`config.mk`:
```
export PLATFORM = sky130hd
export DESIGN_NAME = dda_chain_oscillator
export DESIGN_NICKNAME = d
export VERILOG_FILES = /design/src/rtl/dda_chain_oscillator.sv
export SDC_FILE = /design/constraint.sdc
export NUM_CORES = 2
export LEC_CHECK = 0
export CAP_MARGIN = 20
export CORE_AREA = 2 2 219 307
export CTS_BUF_LIST = sky130_fd_sc_hd__clkbuf_8
export DETAILED_ROUTE_END_ITERATION = 10
export DIE_AREA = 0 0 221 309
export PLACE_DENSITY_LB_ADDON = 0.25
export RECOVER_POWER = 25
export SETUP_SLACK_MARGIN = 0.15
export SYNTH_ARGS = -nofsm -noshare
export SYNTH_HDL_FRONTEND = slang
export SYNTH_SLANG_ARGS = --single-unit
```
`constraint.sdc`:
```
create_clock -name CLOCK_50 -period 17.7 [get_ports CLOCK_50]
set_input_delay 3.54 -clock CLOCK_50 [delete_from_list [all_inputs] [get_ports CLOCK_50]]
set_output_delay 3.54 -clock CLOCK_50 [all_outputs]
set_load 0.02 [all_outputs]
```
`src/rtl/dda_chain_oscillator.sv`:
```
// Time-multiplexed Euler solver for a chain of spring-coupled, damped masses
// with fixed ends. One shared signed multiplier walks three force terms per
// mass, then one integration per mass per cycle, then streams positions out.
module dda_chain_oscillator #(
  parameter int N_MASS   = 4,
  parameter int W        = 18,
  parameter int FRAC     = 16,
  parameter int DT_SHIFT = 8,
  parameter int DIV_W    = 16
) (
  input  logic                CLOCK_50,
  input  logic                reset,
  input  logic                clear,
  input  logic                run,
  input  logic                step_req,
  input  logic [DIV_W-1:0]    step_div,
  input  logic signed [W-1:0] kc,
  input  logic signed [W-1:0] k0,
  input  logic signed [W-1:0] g,
  input  logic                init_we,
  input  logic [3:0]          init_idx,
  input  logic signed [W-1:0] init_x,
  input  logic signed [W-1:0] init_v,
  output logic                busy,
  output logic [31:0]         step_count,
  output logic                overflow,
  output logic                sample_valid,
  input  logic                sample_ready,
  output logic [3:0]          sample_idx,
  output logic [W-1:0]        sample_x
);

  localparam int IW = (N_MASS > 1) ? $clog2(N_MASS) : 1;
  localparam int PW = 2 * W;
  localparam int AW = W + 3;
  localparam logic [IW-1:0] LAST = IW'(N_MASS - 1);
  localparam logic [4:0]    NM5  = 5'(N_MASS);

  typedef enum logic [1:0] {S_IDLE, S_ACCEL, S_UPDATE, S_EMIT} state_t;
  state_t state;

  logic signed [W-1:0] x [N_MASS];
  logic signed [W-1:0] v [N_MASS];
  logic signed [W-1:0] a [N_MASS];

  logic [IW-1:0]       mi;
  logic [1:0]          ph;
  logic signed [AW-1:0] acc;
  logic [DIV_W-1:0]    div_cnt;
  logic                pending;

  logic                tick;
  logic                trigger;
  logic                idx_ok;
  logic [IW-1:0]       mi_inc;
  logic signed [W-1:0] xl, xr, xi, vi, ai;
  logic signed [W+1:0] lap;
  logic signed [W-1:0] lap_sat;
  logic signed [W-1:0] mul_a, mul_b;
  logic                neg;
  logic signed [PW-1:0] prod, term, term_sh;
  logic signed [W-1:0] term_sat;
  logic signed [AW-1:0] acc_base, acc_next;
  logic signed [W-1:0] acc_sat;
  logic                accel_ovf;
  logic signed [PW-1:0] v_sum, x_sum;
  logic signed [W-1:0] v_new, x_new;
  logic                upd_ovf;

  // True when a sign-extended value is representable in W bits.
  function automatic logic fits_w(input logic signed [PW-1:0] val);
    return (val[PW-1:W-1] == '0) || (val[PW-1:W-1] == '1);
  endfunction

  function automatic logic signed [W-1:0] sat_w(input logic signed [PW-1:0] val);
    if (fits_w(val))  return val[W-1:0];
    else if (val[PW-1]) return {1'b1, {(W-1){1'b0}}};
    else              return {1'b0, {(W-1){1'b1}}};
  endfunction

  assign tick    = run && (div_cnt == step_div);
  assign trigger = (state == S_IDLE) &&
                   ((run && (tick || pending)) || (!run && step_req));
  assign idx_ok  = ({1'b0, init_idx} < NM5);
  assign mi_inc  = mi + IW'(1);

  // Shared datapath: force term for the current (mass, phase) and the Euler update.
  always_comb begin
    xi = x[mi];
    vi = v[mi];
    ai = a[mi];
    xl = (mi == '0)  ? '0 : x[mi - IW'(1)];
    xr = (mi == LAST) ? '0 : x[mi_inc];
    lap     = (W+2)'(xl) + (W+2)'(xr) - ((W+2)'(xi) <<< 1);
    lap_sat = sat_w(PW'(lap));
    mul_a = g;
    mul_b = vi;
    neg   = 1'b1;
    case (ph)
      2'd0:    begin mul_a = kc; mul_b = lap_sat; neg = 1'b0; end
      2'd1:    begin mul_a = k0; mul_b = xi;      neg = 1'b1; end
      default: begin mul_a = g;  mul_b = vi;      neg = 1'b1; end
    endcase
    // Negate the full-width product before the shift so rounding matches -(k*x)>>>FRAC.
    prod     = PW'(mul_a) * PW'(mul_b);
    term     = neg ? -prod : prod;
    term_sh  = term >>> FRAC;
    term_sat = sat_w(term_sh);
    acc_base = (ph == 2'd0) ? '0 : acc;
    acc_next = acc_base + AW'(term_sat);
    acc_sat  = sat_w(PW'(acc_next));
    accel_ovf = !fits_w(term_sh) ||
                ((ph == 2'd0) && !fits_w(PW'(lap))) ||
                ((ph == 2'd2) && !fits_w(PW'(acc_next)));
    v_sum   = PW'(vi) + PW'(ai >>> DT_SHIFT);
    x_sum   = PW'(xi) + PW'(vi >>> DT_SHIFT);
    v_new   = sat_w(v_sum);
    x_new   = sat_w(x_sum);
    upd_ovf = !fits_w(v_sum) || !fits_w(x_sum);
  end

  // Tick divider: counts 0..step_div while running, parked at 0 otherwise.
  always_ff @(posedge CLOCK_50) begin
    if (reset || !run)              div_cnt <= '0;
    else if (div_cnt == step_div)   div_cnt <= '0;
    else                            div_cnt <= div_cnt + DIV_W'(1);
  end

  // Step sequencer: state arrays, accumulation, integration and sample stream.
  always_ff @(posedge CLOCK_50) begin
    if (reset) begin
      state        <= S_IDLE;
      busy         <= 1'b0;
      step_count   <= '0;
      overflow     <= 1'b0;
      sample_valid <= 1'b0;
      sample_idx   <= '0;
      sample_x     <= '0;
      mi           <= '0;
      ph           <= '0;
      acc          <= '0;
      pending      <= 1'b0;
      for (int unsigned k = 0; k < N_MASS; k++) begin
        x[k] <= '0;
        v[k] <= '0;
        a[k] <= '0;
      end
    end else begin
      if (trigger)          pending <= 1'b0;
      else if (tick && busy) pending <= 1'b1;

      case (state)
        S_IDLE: begin
          if (clear) begin
            for (int unsigned k = 0; k < N_MASS; k++) begin
              x[k] <= '0;
              v[k] <= '0;
            end
            step_count <= '0;
            overflow   <= 1'b0;
          end else if (init_we && idx_ok) begin
            x[init_idx[IW-1:0]] <= init_x;
            v[init_idx[IW-1:0]] <= init_v;
          end
          if (trigger) begin
            state <= S_ACCEL;
            busy  <= 1'b1;
            mi    <= '0;
            ph    <= '0;
          end
        end
        S_ACCEL: begin
          acc <= acc_next;
          if (accel_ovf) overflow <= 1'b1;
          if (ph == 2'd2) begin
            a[mi] <= acc_sat;
            ph    <= '0;
            if (mi == LAST) begin
              mi    <= '0;
              state <= S_UPDATE;
            end else begin
              mi <= mi_inc;
            end
          end else begin
            ph <= ph + 2'd1;
          end
        end
        S_UPDATE: begin
          v[mi] <= v_new;
          x[mi] <= x_new;
          if (upd_ovf) overflow <= 1'b1;
          if (mi == LAST) begin
            // x[0] was already written on the first update cycle.
            mi           <= '0;
            state        <= S_EMIT;
            sample_valid <= 1'b1;
            sample_idx   <= '0;
            sample_x     <= x[0];
          end else begin
            mi <= mi_inc;
          end
        end
        default: begin
          if (sample_valid && sample_ready) begin
            if (mi == LAST) begin
              mi           <= '0;
              sample_valid <= 1'b0;
              busy         <= 1'b0;
              step_count   <= step_count + 32'd1;
              state        <= S_IDLE;
            end else begin
              mi         <= mi_inc;
              sample_idx <= 4'(mi_inc);
              sample_x   <= x[mi_inc];
            end
          end
        end
      endcase
    end
  end

endmodule
```
==> metrics <==
status=finished with violations; failing checks=capacitance limit, slew limit; drt pass-1 iters=5; synthesized area per cell=9.35 um2; Finish-stage setup viols=0; final max-slew violation count=between 200 and 250; Worst-Margin Slew=2.76 ns; crit-path max FO=30; Max clock buf depth=3; reg-to-reg setup timing slack=~1.2 ns; cell area after synthesis=around 32000 um2; Initial Util=between 40% and 50%; initial antenna violation count=1; grt total ovfl=0; most frequent CP cell=fa_1; RSZ-0062 raised after global routing=false; capturing point of the worst reg2reg path=a[1][14]; Max Freq=~0.06 GHz; Max-cap violations=5; CTS Root Cell=clkbuf_8; core area=around 65000 um2; pin count of the biggest net entering global routing=72; Overall Global Routing Usage=26.2%; number of global-route vias before repair=roughly 26000; row cnt=between 100 and 150; critical path data required time=around 18 ns; most common cell after layout, fill and taps aside=inv_1; H-Tree Depth=2; CP Capture Type=flop; final core utilization=between 50% and 60%; die width=about 220 um; first-pass GRT wire length=between 100 and 150 mm; placed insts=between 4000 and 5000; Clock Sinks=285; I/O Buffers=between 150 and 200; WS Path Type=reg -> reg; CTS clock-pin slew for the worst setup and hold paths=approximately 0.07 ns; gpl congestion=slightly above 0.9; DR vias/cell=5.68; HPWL after DPL=70.9 mm; commonest register cell after synthesis=edfxtp_1; Setup Skew=roughly 0.033 ns; nets=~4200; die height=a little over 300 um; via count=25169; synth unique cells=97; Syn-to-layout area delta=11.5%; Ys Warns=0; Final Non-Filler Cells=approximately 4400; R2R Path Start=mi[1]; final period utilization=93.0%; pre-CTS WS=-0.00800 ns; Tmin final=16.46 ns; Gate Count Post-Synth=3408; setup slack after layout=about 1.2 ns; DRC viols=0; crit-path max cell delay=around 0.61 ns; reg2reg path depth=between 50 and 60; Post-synth EDFFs=184; proportion of layout cells with a drive suffix above 1=7.65%; post-synthesis register bit count=~290; sequential cell area fraction in the yosys report=23.7%; DR iter-0 viols=between 1500 and 2000; most frequent cells in the layout=465 x inv_1, 437 x nor2_1, 351 x fa_1, 302 x nand2_1, 184 x edfxtp_1; worst hold path class=reg -> reg; Hold Fails Final Rpt=0; CTS tree=yes; CP endpoint=a[1][14]; slowest CP cell=fa_1; worst skew pair latency=0.61 ns; Worst Path Arrival=approximately 17 ns; Startpoint Class=flop; Routed WL=approximately 90 mm; crit path from=mi[1]; Antenna Nets Post-Route=0; hold buffer count at cts=0; die area=just under 70000 um2; num ports=roughly 170; TritonCTS buffer count=43; wire per inst=20.0 um; Max-slew headroom=-84.3%; asr flop ratio synth=0%
-- state kept, by name, indices dropped and copies added (netlist names), named ones only --
name,cells
busy,1
a,40
pending,1
div_cnt,16
v,72
x,72
ph,2
sample_valid,1
step_count,32
acc,21
sample_x,18
sample_idx,2
state,2
overflow,1
mi,2
-- synth_stat cells, types with 51 or more instances --
master,count,area share (%)
a21oi_1,132,2.1
and2_1,61,1.2
clkbuf_1,110,1.3
dfxtp_1,101,6.3
edfxtp_1,184,17
fa_1,351,22
ha_1,177,6.9
inv_1,457,5.4
mux2i_1,63,2.0
mux4_2,81,5.7
nand2_1,302,3.6
nand2b_1,51,1.0
nor2_1,438,5.2
nor2b_1,77,1.5
o21ai_0,117,1.8
xnor2_1,88,2.4
xor2_1,68,1.9
-- routing by layer --
metal  global-route usage (%)  up-vias  routed length, um
li1                         -    11682                  -
met1                     29.9    12520              33000
met2                     49.9      768              47700
met3                     2.60      199               4080
met4                     10.5        0               3710
met5                        0        -                  0
-- cell families after synthesis --
family                   count (synthesis)  share of synthesized area [%]
AO/OA/AOI/OAI                          538                           11.1
adder cells (fa/ha/maj)                531                           29.1
other                                    1                         0.0118
XOR/XNOR                               157                           4.34
flip-flops                             285                           23.7
AND/OR/NAND/NOR                       1147                           16.8
buffers and inverters                  603                           7.18
multiplexers                           146                           7.81
-- worst min path at each step --
stage / to / cells past startpoint / from
finish: acc[4] / 2 / acc[4]
global route: acc[4] / 2 / acc[4]
CTS: acc[18] / 2 / acc[18]
detailed placement: acc[4] / 2 / acc[4]
global placement: acc[4] / 2 / acc[4]
floorplan: acc[15] / 2 / acc[15]
-- layout make-up --
class                           count  area, um2
Fill cell                        5944      29900
Multi-Input combinational cell   2521      22100
Sequential cell                   285       7560
Timing Repair Buffer              242       2240
Inverter                          458       1720
Tap cell                          847       1060
Clock buffer                       45        619
Clock inverter                     33        240
Antenna cell                        1       2.50
-- through the flow --
stage | hold slack [ns] | setup TNS (ns) | area, um2
final | 0.483 | 0 | 35500
after global placement | 0.459 | 0 | 34600
after CTS | 0.483 | 0 | 35500
after detailed placement | 0.470 | -0.00800 | 34600
after floorplan | 0.450 | 0 | 31900
after global routing | 0.498 | 0 | 35500
-- what timing repair did --
action / 4_1_cts / 5_1_grt
setup endpoints to repair: 36 / 42
endpoints found under the hold margin: 0 / 0
resized for setup: 2 / 9
pin swaps: 0 / 2
buffers inserted: 0 / 4
-- critical path: cells and delay by family, from the launching register on --
| family | cells | cell delay, ns |
|---|---|---|
| compound gates | 20 | 5.53 |
| xor+xnor | 2 | 0.54 |
| fa+ha+maj | 12 | 5.48 |
| buf+inv | 10 | 1.25 |
| flops | 1 | 0.41 |
| mux | 2 | 0.47 |
| simple gates | 13 | 2.56 |
Power is left out: the tool's default activity adds up to more than one toggle a clock period on the data nets, which glitch-free logic cannot reach.
